### config.mk
export PLATFORM = sky130hd
export DESIGN_NAME = sram_arbiter
export DESIGN_NICKNAME = d
export VERILOG_FILES = /design/src/rtl/sram_arbiter.sv
export SDC_FILE = /design/constraint.sdc
export NUM_CORES = 1
export LEC_CHECK = 0
export ABC_AREA = 1
export ABC_CLOCK_PERIOD_IN_PS = 1350
export CAP_MARGIN = 5
export CORE_MARGIN = 2
export CORE_UTILIZATION = 45
export CTS_CLUSTER_DIAMETER = 30
export DETAILED_ROUTE_END_ITERATION = 10
export DONT_BUFFER_PORTS = 1
export HOLD_SLACK_MARGIN = 0.1
export PLACE_DENSITY = 0.65
export SKIP_LAST_GASP = 1
export SLEW_MARGIN = 20
export SYNTH_ARGS = -nofsm -noshare
export SYNTH_HDL_FRONTEND = slang
export SYNTH_SLANG_ARGS = --single-unit
### constraint.sdc
create_clock -name inst_clk -period 1.35 [get_ports inst_clk]
set_clock_uncertainty 0.05 [all_clocks]
set_input_delay 0 -clock inst_clk [delete_from_list [all_inputs] [get_ports inst_clk]]
set_output_delay 0 -clock inst_clk [all_outputs]
set_load 0.005 [all_outputs]
### src/rtl/sram_arbiter.sv
// Two-port round-robin arbiter in front of a single-port synchronous SRAM.
// Each port owns a one-deep read-response buffer; out-of-range addresses never reach the SRAM.

module sram_arbiter_port #(
    parameter int DATA_WIDTH = 32
) (
    input  logic                  inst_clk,
    input  logic                  inst_rst_n,
    input  logic                  rd_accept,
    input  logic                  rd_oob,
    input  logic [DATA_WIDTH-1:0] sram_rdata,
    input  logic                  rsp_ready,
    output logic                  blocked,
    output logic                  rsp_valid,
    output logic [DATA_WIDTH-1:0] rsp_rdata,
    output logic                  rsp_err
);
    typedef enum logic [1:0] {IDLE, INFLIGHT, HOLD} state_t;

    state_t state;
    logic   oob_q;

    always_ff @(posedge inst_clk or negedge inst_rst_n) begin
        if (!inst_rst_n) begin
            state     <= IDLE;
            oob_q     <= 1'b0;
            rsp_valid <= 1'b0;
            rsp_rdata <= '0;
            rsp_err   <= 1'b0;
        end else begin
            case (state)
                IDLE: begin
                    if (rd_accept) begin
                        state <= INFLIGHT;
                        oob_q <= rd_oob;
                    end
                end
                // SRAM output still holds the word read at the accept edge
                INFLIGHT: begin
                    state     <= HOLD;
                    rsp_valid <= 1'b1;
                    rsp_rdata <= oob_q ? '0 : sram_rdata;
                    rsp_err   <= oob_q;
                end
                HOLD: begin
                    if (rsp_ready) begin
                        state     <= IDLE;
                        rsp_valid <= 1'b0;
                    end
                end
                default: state <= IDLE;
            endcase
        end
    end

    assign blocked = (state != IDLE);
endmodule

module sram_arbiter #(
    parameter int DATA_WIDTH = 32,
    parameter int ADDR_WIDTH = 9,
    parameter int DEPTH      = 512
) (
    input  logic                  inst_clk,
    input  logic                  inst_rst_n,
    input  logic                  p0_req_valid,
    output logic                  p0_req_ready,
    input  logic                  p0_req_we,
    input  logic [ADDR_WIDTH-1:0] p0_req_addr,
    input  logic [DATA_WIDTH-1:0] p0_req_wdata,
    output logic                  p0_rsp_valid,
    input  logic                  p0_rsp_ready,
    output logic [DATA_WIDTH-1:0] p0_rsp_rdata,
    output logic                  p0_rsp_err,
    input  logic                  p1_req_valid,
    output logic                  p1_req_ready,
    input  logic                  p1_req_we,
    input  logic [ADDR_WIDTH-1:0] p1_req_addr,
    input  logic [DATA_WIDTH-1:0] p1_req_wdata,
    output logic                  p1_rsp_valid,
    input  logic                  p1_rsp_ready,
    output logic [DATA_WIDTH-1:0] p1_rsp_rdata,
    output logic                  p1_rsp_err,
    output logic                  sram_cs_n,
    output logic                  sram_wr_n,
    output logic [ADDR_WIDTH-1:0] sram_addr,
    output logic [DATA_WIDTH-1:0] sram_wdata,
    input  logic [DATA_WIDTH-1:0] sram_rdata
);
    localparam int NUM_PORTS = 2;
    localparam logic [ADDR_WIDTH:0] DEPTH_L = (ADDR_WIDTH+1)'(DEPTH);

    logic [NUM_PORTS-1:0]                 req_valid, req_we, rsp_ready;
    logic [NUM_PORTS-1:0]                 oob, blocked, elig, grant;
    logic [NUM_PORTS-1:0]                 rsp_valid, rsp_err;
    logic [NUM_PORTS-1:0][ADDR_WIDTH-1:0] req_addr;
    logic [NUM_PORTS-1:0][DATA_WIDTH-1:0] req_wdata, rsp_rdata;
    logic                                 last_grant;
    logic                                 sel;

    assign req_valid = {p1_req_valid, p0_req_valid};
    assign req_we    = {p1_req_we,    p0_req_we};
    assign rsp_ready = {p1_rsp_ready, p0_rsp_ready};
    assign req_addr  = {p1_req_addr,  p0_req_addr};
    assign req_wdata = {p1_req_wdata, p0_req_wdata};

    generate
        for (genvar n = 0; n < NUM_PORTS; n++) begin : g_port
            assign oob[n] = {1'b0, req_addr[n]} >= DEPTH_L;

            sram_arbiter_port #(.DATA_WIDTH(DATA_WIDTH)) u_port (
                .inst_clk   (inst_clk),
                .inst_rst_n (inst_rst_n),
                .rd_accept  (grant[n] & ~req_we[n]),
                .rd_oob     (oob[n]),
                .sram_rdata (sram_rdata),
                .rsp_ready  (rsp_ready[n]),
                .blocked    (blocked[n]),
                .rsp_valid  (rsp_valid[n]),
                .rsp_rdata  (rsp_rdata[n]),
                .rsp_err    (rsp_err[n])
            );
        end
    endgenerate

    // Reset gates eligibility so nothing is granted while inst_rst_n is held low
    assign elig     = req_valid & ~blocked & {NUM_PORTS{inst_rst_n}};
    assign grant[0] = elig[0] & (~elig[1] | last_grant);
    assign grant[1] = elig[1] & (~elig[0] | ~last_grant);
    assign sel      = grant[1];

    always_ff @(posedge inst_clk or negedge inst_rst_n) begin
        if (!inst_rst_n)
            last_grant <= 1'b1;
        else if (|grant)
            last_grant <= grant[1];
    end

    always_comb begin
        sram_cs_n  = 1'b1;
        sram_wr_n  = 1'b1;
        sram_addr  = '0;
        sram_wdata = '0;
        if ((|grant) && !oob[sel]) begin
            sram_cs_n  = 1'b0;
            sram_wr_n  = ~req_we[sel];
            sram_addr  = req_addr[sel];
            sram_wdata = req_wdata[sel];
        end
    end

    assign p0_req_ready = grant[0];
    assign p1_req_ready = grant[1];
    assign p0_rsp_valid = rsp_valid[0];
    assign p1_rsp_valid = rsp_valid[1];
    assign p0_rsp_rdata = rsp_rdata[0];
    assign p1_rsp_rdata = rsp_rdata[1];
    assign p0_rsp_err   = rsp_err[0];
    assign p1_rsp_err   = rsp_err[1];
endmodule

==> results.toml, run 1 <==
[outcome]
status = "aborted with a tool error"
lastStage = "4_1_cts"
error = "[ERROR RSZ-0060] Max buffer count reached."

[logic_synthesis]
synth_largest_area_cell = "dfrtp_1"
synthTopCellsByArea = "dfrtp_1, nand2_1, nand3_1"
syn_inst = 429
synth_area_sq_mm = 0.003516
avgSynthCellArea_sq_um = 8.196
ys_seq_area_share_pct = 50.57
yosysTopAreaCellShare_pct = 49.82
ys_warn_count = 0
synth_cell_types = 20
synth.ff_latch_count = 71

[placed_design]
port_buffers = 0
gp_congestion = 0.8405
hpwl_mm = 6.834

[clock_network]
cts.sinks = 71
cts_root_buf = "clkbuf_8"
cts-resized-gates = 23
postCtsSetupBuffers = 9
cts_buffer_depth = 2
tritoncts.num_buffers = 9
h-tree-depth = 3
cts_hold_buf = 109

[floorplan]
floorplan.initialDensity_pct = 45.98
fp-row-count = 32
io_pins = 235
fp.dieW_microns = 92.39
die_y_microns = 92.39
## stage by stage
stage / hold slack, ns / utilization, % / setup WS, ns / instance area [sq um] / instances
floorplan: -0.3456 / - / 0.2124 / 3520 / 430
detailed placement: -0.3441 / 46.38 / 0.07353 / 3547 / 510
global placement: -0.3442 / 46.38 / 0.09708 / 3547 / 510
## cell usage after synthesis
library cell and count:
nand2_4 1, buf_4 4, nand3b_1 1, o21ai_0 18, buf_6 9, nand3_2 11
nand2_1 113, nor2_2 3, nor2_8 1, nor2_1 1, nand3_1 74, nand2_2 2
dfstp_2 1, conb_1 1, inv_1 41, clkbuf_1 1, inv_2 7, dfrtp_1 70
o21ai_1 52, buf_2 18
## cell families after synthesis
| group | share of synthesized area (%) |
|---|---|
| and+or+nand+nor | 27.83 |
| buffers and inverters | 11.53 |
| DFF | 50.57 |
| AOI/OAI and AO/OA | 9.965 |
| other | 0.1067 |
==> inputs of run 2 (changes only) <==
--- a/config.mk
+++ b/config.mk
@@ -9,12 +9,10 @@
 export ABC_CLOCK_PERIOD_IN_PS = 1350
 export CAP_MARGIN = 5
 export CORE_MARGIN = 2
-export CORE_UTILIZATION = 45
-export CTS_CLUSTER_DIAMETER = 30
+export CORE_UTILIZATION = 30
 export DETAILED_ROUTE_END_ITERATION = 10
 export DONT_BUFFER_PORTS = 1
-export HOLD_SLACK_MARGIN = 0.1
-export PLACE_DENSITY = 0.65
+export PLACE_DENSITY_LB_ADDON = 0.15
 export SKIP_LAST_GASP = 1
 export SLEW_MARGIN = 20
 export SYNTH_ARGS = -nofsm -noshare
==> run 2 against run 1 <==
Effect of this change: the flow now finishes, with violations (negative hold slack, negative setup slack); synthesized cell count unchanged; synthesized area unchanged.
==> results.toml, run 2 <==
[cells_and_area]
fin_nets = 599
stdcell_count = 625
layout-area-overhead-vs-synth_pct = 34.13
layout_commonest_cell = "nand2_1"
drive_above_1_share_pct = 21.37
top_register = "g_port.u_port.rsp_rdata"
final_util_pct = 41.30
reg_top3 = "g_port.u_port.rsp_rdata (64), g_port.u_port.state (4), g_port.u_port.rsp_valid (2)"
largest_reg_flops = 64
fin_area_sq_mm = 0.004716
fillers = 1127
final_cell_mix = "nand2_1, dfrtp_1, nand3_1, o21ai_1, inv_1"
antenna_cells = 0

[clock_network]
tritoncts.num_buffers = 9
cts_buffer_depth = 2
clk_pin_slew_ns = 0.06
cts.sinks = 71
cts_hold_buf = 36
clk_latency_ns = 0.33
cts_tree = "built"
h-tree-depth = 3
cts_root_buf = "clkbuf_16"

[logic_synthesis]
synth_area_sq_mm = 0.003516
synth_edf_count = 0
synth_commonest_cells = "nand2_1, nand3_1, dfrtp_1"
avgSynthCellArea_sq_um = 8.196
synth.ff_latch_count = 71
ys_seq_area_share_pct = 50.57
synth_cell_types = 20
ys_warn_count = 0
yosysMostFrequentCell = "nand2_1"
syn_inst = 429
synth_largest_area_cell = "dfrtp_1"
synthTopCellsByArea = "dfrtp_1, nand2_1, nand3_1"
yosysTopAreaCellShare_pct = 49.82
ys_async_sr_fraction_pct = 100.0
ys.flop_type = "dfrtp_1"

[timing]
fin_ws_ns = -0.1939
post-route-period-util_pct = 114.4
clock.fmax_mhz = 647.7
hold_viol_final = 71
hold_slack_ns = -0.6924
final-setup-viol-count = 44
rsz0062_at_grt = "yes"
slew_violations = 0
period_needed_ns = 1.544

[grt]
grt_max_degree = 74
grt.total_usage_pct = 15.66
antenna_found_initial = 0
grt-ovfl-total = 0
grt_pass1_wl_mm = 15.70
grt_pass1_vias = 3007

[floorplan]
die_y_microns = 112.3
die_area_sq_mm = 0.01260
fp-row-count = 39
floorplan.initialDensity_pct = 30.79
core-area_sq_mm = 0.01142
fp.dieW_microns = 112.3
io_pins = 235

[critical_path]
setup.worst_path.start = "g_port[1].u_port.state[1]$_DFFE_PN0P_"
start_kind = "flip-flop"
crit_type = "flip-flop to output pin"
cp-end-kind = "output pin"
cp_max_fo = 16
required_ns = 1.30
crit_arrival_ns = 1.49
worstReg2RegStart = "g_port[1].u_port.state[1]$_DFFE_PN0P_"

[detailed_routing]
ant_nets = 0
drtIter0Drc = 220
vias_per_cell = 4.979
dr.pass1.iters = 4
routedWlPerCell_microns = 17.16
vias = 3112
finalWirelength_mm = 10.72
drc = 0

[placed_design]
place_area_sq_mm = 0.003618
place_inst = 552
port_buffers = 0
gp_congestion = 0.8144
hpwl_mm = 6.754

[power]
powerDensity_mw_per_mm2 = 1512
power_w = 0.007129
p_leak_nw = 2.341
peakVddDrop_mv = 0.7097

[worst_hold_path]
hold_path_class = "input port to asynchronous set/reset pin"

[outcome]
status = "finished, violations left"
violations = "negative hold slack, negative setup slack"

[flow_run]
maxCapViolations = 0
==> run 2: cell counts after synthesis <==
No cell type changed its count.
==> run 2: logic make-up after synthesis <==
group / after synthesis / share of synthesized area, %
simple gates: 207 / 27.83
other cells: 1 / 0.1067
buf+inv: 80 / 11.53
flops: 71 / 50.57
compound gates: 70 / 9.965
==> run 2: area by class of cell <==
cell class / count / area, sq um / area share [%]
timing repair buffer: 68 / 830.8 / 17.62
tap: 143 / 178.9 / 3.794
clock buffer: 10 / 239.0 / 5.068
inverter: 48 / 185.2 / 3.927
sequential: 71 / 1778 / 37.70
multi-input combinational: 279 / 1450 / 30.75
clock inverter: 6 / 53.80 / 1.141
==> run 2: metrics by stage <==
step	setup slack (ns)	TNS, ns
final	-0.1939	-7.097
after CTS	-0.2300	-8.855
after floorplan	0.2124	0
after detailed placement	0.08529	0
after global placement	0.1359	0
after global routing	-0.2694	-10.46
==> run 2: worst paths after layout <==
check | endpoint | cells after the start | slack [ns]
setup reg to reg | g_port[1].u_port.state[0]$_DFFE_PN0P_ | 8 | 0.05
hold / removal | g_port[0].u_port.rsp_rdata[0]$_DFFE_PN0P_ | 0 | -0.69
max in group asynchronous | last_grant$_DFFE_PN1P_ | 0 | 1.74
hold reg to reg | g_port[1].u_port.rsp_rdata[7]$_DFFE_PN0P_ | 2 | 0.46
min in group inst_clk | last_grant$_DFFE_PN1P_ | 5 | 0.01
setup / recovery | sram_wdata[23] | 7 | -0.19
==> run 2: critical path, cell delays in order, from the launching register on <==
cell and delay, ns:
dfrtp_1 0.39, inv_2 0.07, nand2_4 0.06, nor2_8 0.13, buf_8 0.16, buf_16 0.14
nand3_1 0.09, nand2_1 0.11
==> run 2: where the power goes <==
group	switching [W]	total, W	internal [W]
sequential	0.000600	0.00342	0.00282
combinational	0.000756	0.00143	0.000674
clock	0.000958	0.00228	0.00132
==> run 2: metal layers <==
layer / vias to the layer above / part of all wire (%) / global-route usage [%]
met1: 1461 / 39 / 18.07
met4: 0 / 2.4 / 6.748
li1: 1481 / - / -
met3: 18 / 7.3 / 4.698
met2: 152 / 51 / 26.99
met5: - / 0 / 0
==> run 2: repair_timing <==
item,in CTS,in global routing
resized for setup,18,32
pin swaps,12,29
setup buffers,11,2
hold endpoints to repair,142,71
endpoints found under the setup margin,45,63
cloned,6,3
Power figures use the tool's default switching activity.
==> inputs of run 3 (changes only) <==
--- a/config.mk
+++ b/config.mk
@@ -7,11 +7,11 @@
 export LEC_CHECK = 0
 export ABC_AREA = 1
 export ABC_CLOCK_PERIOD_IN_PS = 1350
+export BUFFER_PORTS_ARGS = -buffer_cell sky130_fd_sc_hd__buf_4
 export CAP_MARGIN = 5
 export CORE_MARGIN = 2
 export CORE_UTILIZATION = 30
 export DETAILED_ROUTE_END_ITERATION = 10
-export DONT_BUFFER_PORTS = 1
 export PLACE_DENSITY_LB_ADDON = 0.15
 export SKIP_LAST_GASP = 1
 export SLEW_MARGIN = 20
==> run 3 against run 2 <==
Effect of this change: the flow finishes with violations (negative setup slack); die area stayed put; final cell count increased by 38%; via count grew 28%; hold slack better by 0.85 ns.
==> results.toml, run 3 (same netlist as run 2, synthesis figures left out) <==
[grt]
grt-ovfl-total = 0
grt.total_usage_pct = 19.05
grt_pass1_wl_mm = 19.32
antenna_found_initial = 0
grt_pass1_vias = 3972
grt_max_degree = 66

[clock_network]
cts_root_buf = "clkbuf_16"
cts_tree = "built"
clk_latency_ns = 0.33
cts.sinks = 71
cts_buffer_depth = 2
clk_pin_slew_ns = 0.06
h-tree-depth = 3
tritoncts.num_buffers = 9

[worst_hold_path]
hold_depth = 6
hold_path_class = "input port to flip-flop"
worstHoldEndpoint = "last_grant$_DFFE_PN1P_"
hp-start = "p0_req_valid"

[timing]
clock.fmax_mhz = 621.4
slew_headroom_pct = 66.73
rsz0062_at_grt = "yes"
tns_ns = -10.27
hold_slack_ns = 0.1533
slew_violations = 0
post-route-period-util_pct = 119.2
period_needed_ns = 1.609
hold_viol_final = 0
tightest_slew_ns = 0.4974
final-setup-viol-count = 45
fin_ws_ns = -0.2592

[critical_path]
worstReg2RegStart = "g_port[1].u_port.state[1]$_DFFE_PN0P_"
required_ns = 1.30
critical-path-max-stage-delay_ns = 0.39
rrSetupSlack_ns = 0
path_buf_inv = 4
crit_path_cell_trace = "inv_2 -> nand2_4 -> nor2_8 -> buf_6 -> buf_12 -> nand3b_1 -> nand2_1 -> buf_4"
cp_max_fo = 6
start_kind = "flip-flop"
crit_arrival_ns = 1.56
critPathTopFamily = "buffers and inverters"
reg2reg_to = "g_port[1].u_port.state[0]$_DFFE_PN0P_"
cp-end-kind = "output pin"
crit_type = "flip-flop to output pin"
slowest_stage = "dfrtp_1"
rr_worst_depth = 8

[cells_and_area]
top_register = "g_port.u_port.rsp_rdata"
reg_top3 = "g_port.u_port.rsp_rdata (64), g_port.u_port.state (4), g_port.u_port.rsp_valid (2)"
layout_commonest_cell = "buf_4"
final_util_pct = 58.16
final_cell_mix = "buf_4, nand2_1, dfrtp_1, nand3_1, o21ai_1"
multi_input_area_sq_mm = 0.001451
fin_area_sq_mm = 0.006641
fillers = 1035
antenna_cells = 0
seq_area_sq_mm = 0.001778
largest_reg_flops = 64
layout-area-overhead-vs-synth_pct = 88.90
fin_nets = 836
drive_above_1_share_pct = 45.48

[detailed_routing]
dr.pass1.iters = 4
ant_nets = 0
finalWirelength_mm = 12.54
drc = 0
vias_per_cell = 4.628
drtIter0Drc = 199
routedWlPerCell_microns = 14.55
vias = 3989

[floorplan]
die_area_sq_mm = 0.01260
die_y_microns = 112.3
fp.dieW_microns = 112.3
core-area_sq_mm = 0.01142
io_pins = 235
floorplan.initialDensity_pct = 30.79
fp-row-count = 39

[power]
intPower_w = 0.006169
p_seq_share_pct = 36.8
p_leak_nw = 3.576
powerDensity_mw_per_mm2 = 1312
peakVddDrop_mv = 0.9177
switching_power_w = 0.002544
p_clk_share_pct = 26.9
switching_share_pct = 29.20
comb_power_share_pct = 36.3

[placed_design]
gp_congestion = 0.8755
hpwl_mm = 8.487
place_area_sq_mm = 0.005440
port_buffers = 232

[flow_run]
maxCapViolations = 0

[outcome]
violations = "negative setup slack"
status = "finished, violations left"
==> run 3: worst max path at each step <==
stage	from	end	slack [ns]	cells after the start
6_report	g_port[1].u_port.state[1]$_DFFE_PN0P_	sram_wr_n	-0.26	8
4_1_cts	g_port[1].u_port.state[1]$_DFFE_PN0P_	sram_wr_n	-0.29	8
5_1_grt	g_port[1].u_port.state[1]$_DFFE_PN0P_	sram_wdata[8]	-0.36	8
2_1_floorplan	g_port[1].u_port.state[1]$_DFFE_PN0P_	g_port[1].u_port.rsp_rdata[10]$_DFFE_PN0P_	0.21	6
3_5_place_dp	g_port[0].u_port.state[1]$_DFFE_PN0P_	sram_addr[8]	0.07	6
3_3_place_gp	g_port[0].u_port.state[1]$_DFFE_PN0P_	sram_wr_n	0.05	6
==> run 3: power by group through the flow <==
stage / Combinational, W / Sequential (W) / Clock [W]
2_1_floorplan: 0.000952 / 0.00325 / 0
3_3_place_gp: 0.00281 / 0.00321 / 0
3_5_place_dp: 0.00284 / 0.00323 / 0
4_1_cts: 0.00306 / 0.00321 / 0.00242
5_1_grt: 0.00346 / 0.00329 / 0.00251
6_report: 0.00316 / 0.00321 / 0.00234
==> run 3: per-stage QoR <==
| stage | total power [W] | std cells | worst slack [ns] |
|---|---|---|---|
| after CTS | 0.008685 | 852 | -0.2878 |
| final | 0.008713 | 862 | -0.2592 |
| after floorplan | 0.004206 | 430 | 0.2124 |
| after global placement | 0.006016 | 788 | 0.04952 |
| after global routing | 0.009266 | 862 | -0.3579 |
| after detailed placement | 0.006069 | 788 | 0.06591 |
==> run 3: worst reg2reg max path: stages (launching register included) <==
cell,delay (ns)
dfrtp_1,0.39
inv_2,0.07
nand2_4,0.06
nor2_8,0.13
buf_6,0.16
buf_12,0.13
nand3b_1,0.11
buf_4,0.15
inv_1,0.05
==> run 3: repair_timing <==
action / CTS / global route
setup buffers: 6 / 5
pin swaps: 0 / 9
hold endpoints to repair: 141 / 0
setup endpoints to repair: 45 / 47
gates cloned: 5 / 5
gates resized for setup: 16 / 34
hold buffers: 37 / 0
==> run 3: cell type report <==
cell class	instances	area share, %
repair buffers	305	41.28
flip-flops and latches	71	26.77
clock buffers	11	3.655
inverters	48	2.901
clock inverters	5	0.8478
multi-input cells	279	21.85
well taps	143	2.694
==> run 3: layer usage <==
layer	up-vias	track usage (%)	routed length (microns)
li1	1963	-	-
met1	1855	22.14	4942
met2	155	34.14	6533
met3	16	5.022	850
met4	0	6.260	216
met5	-	0	0
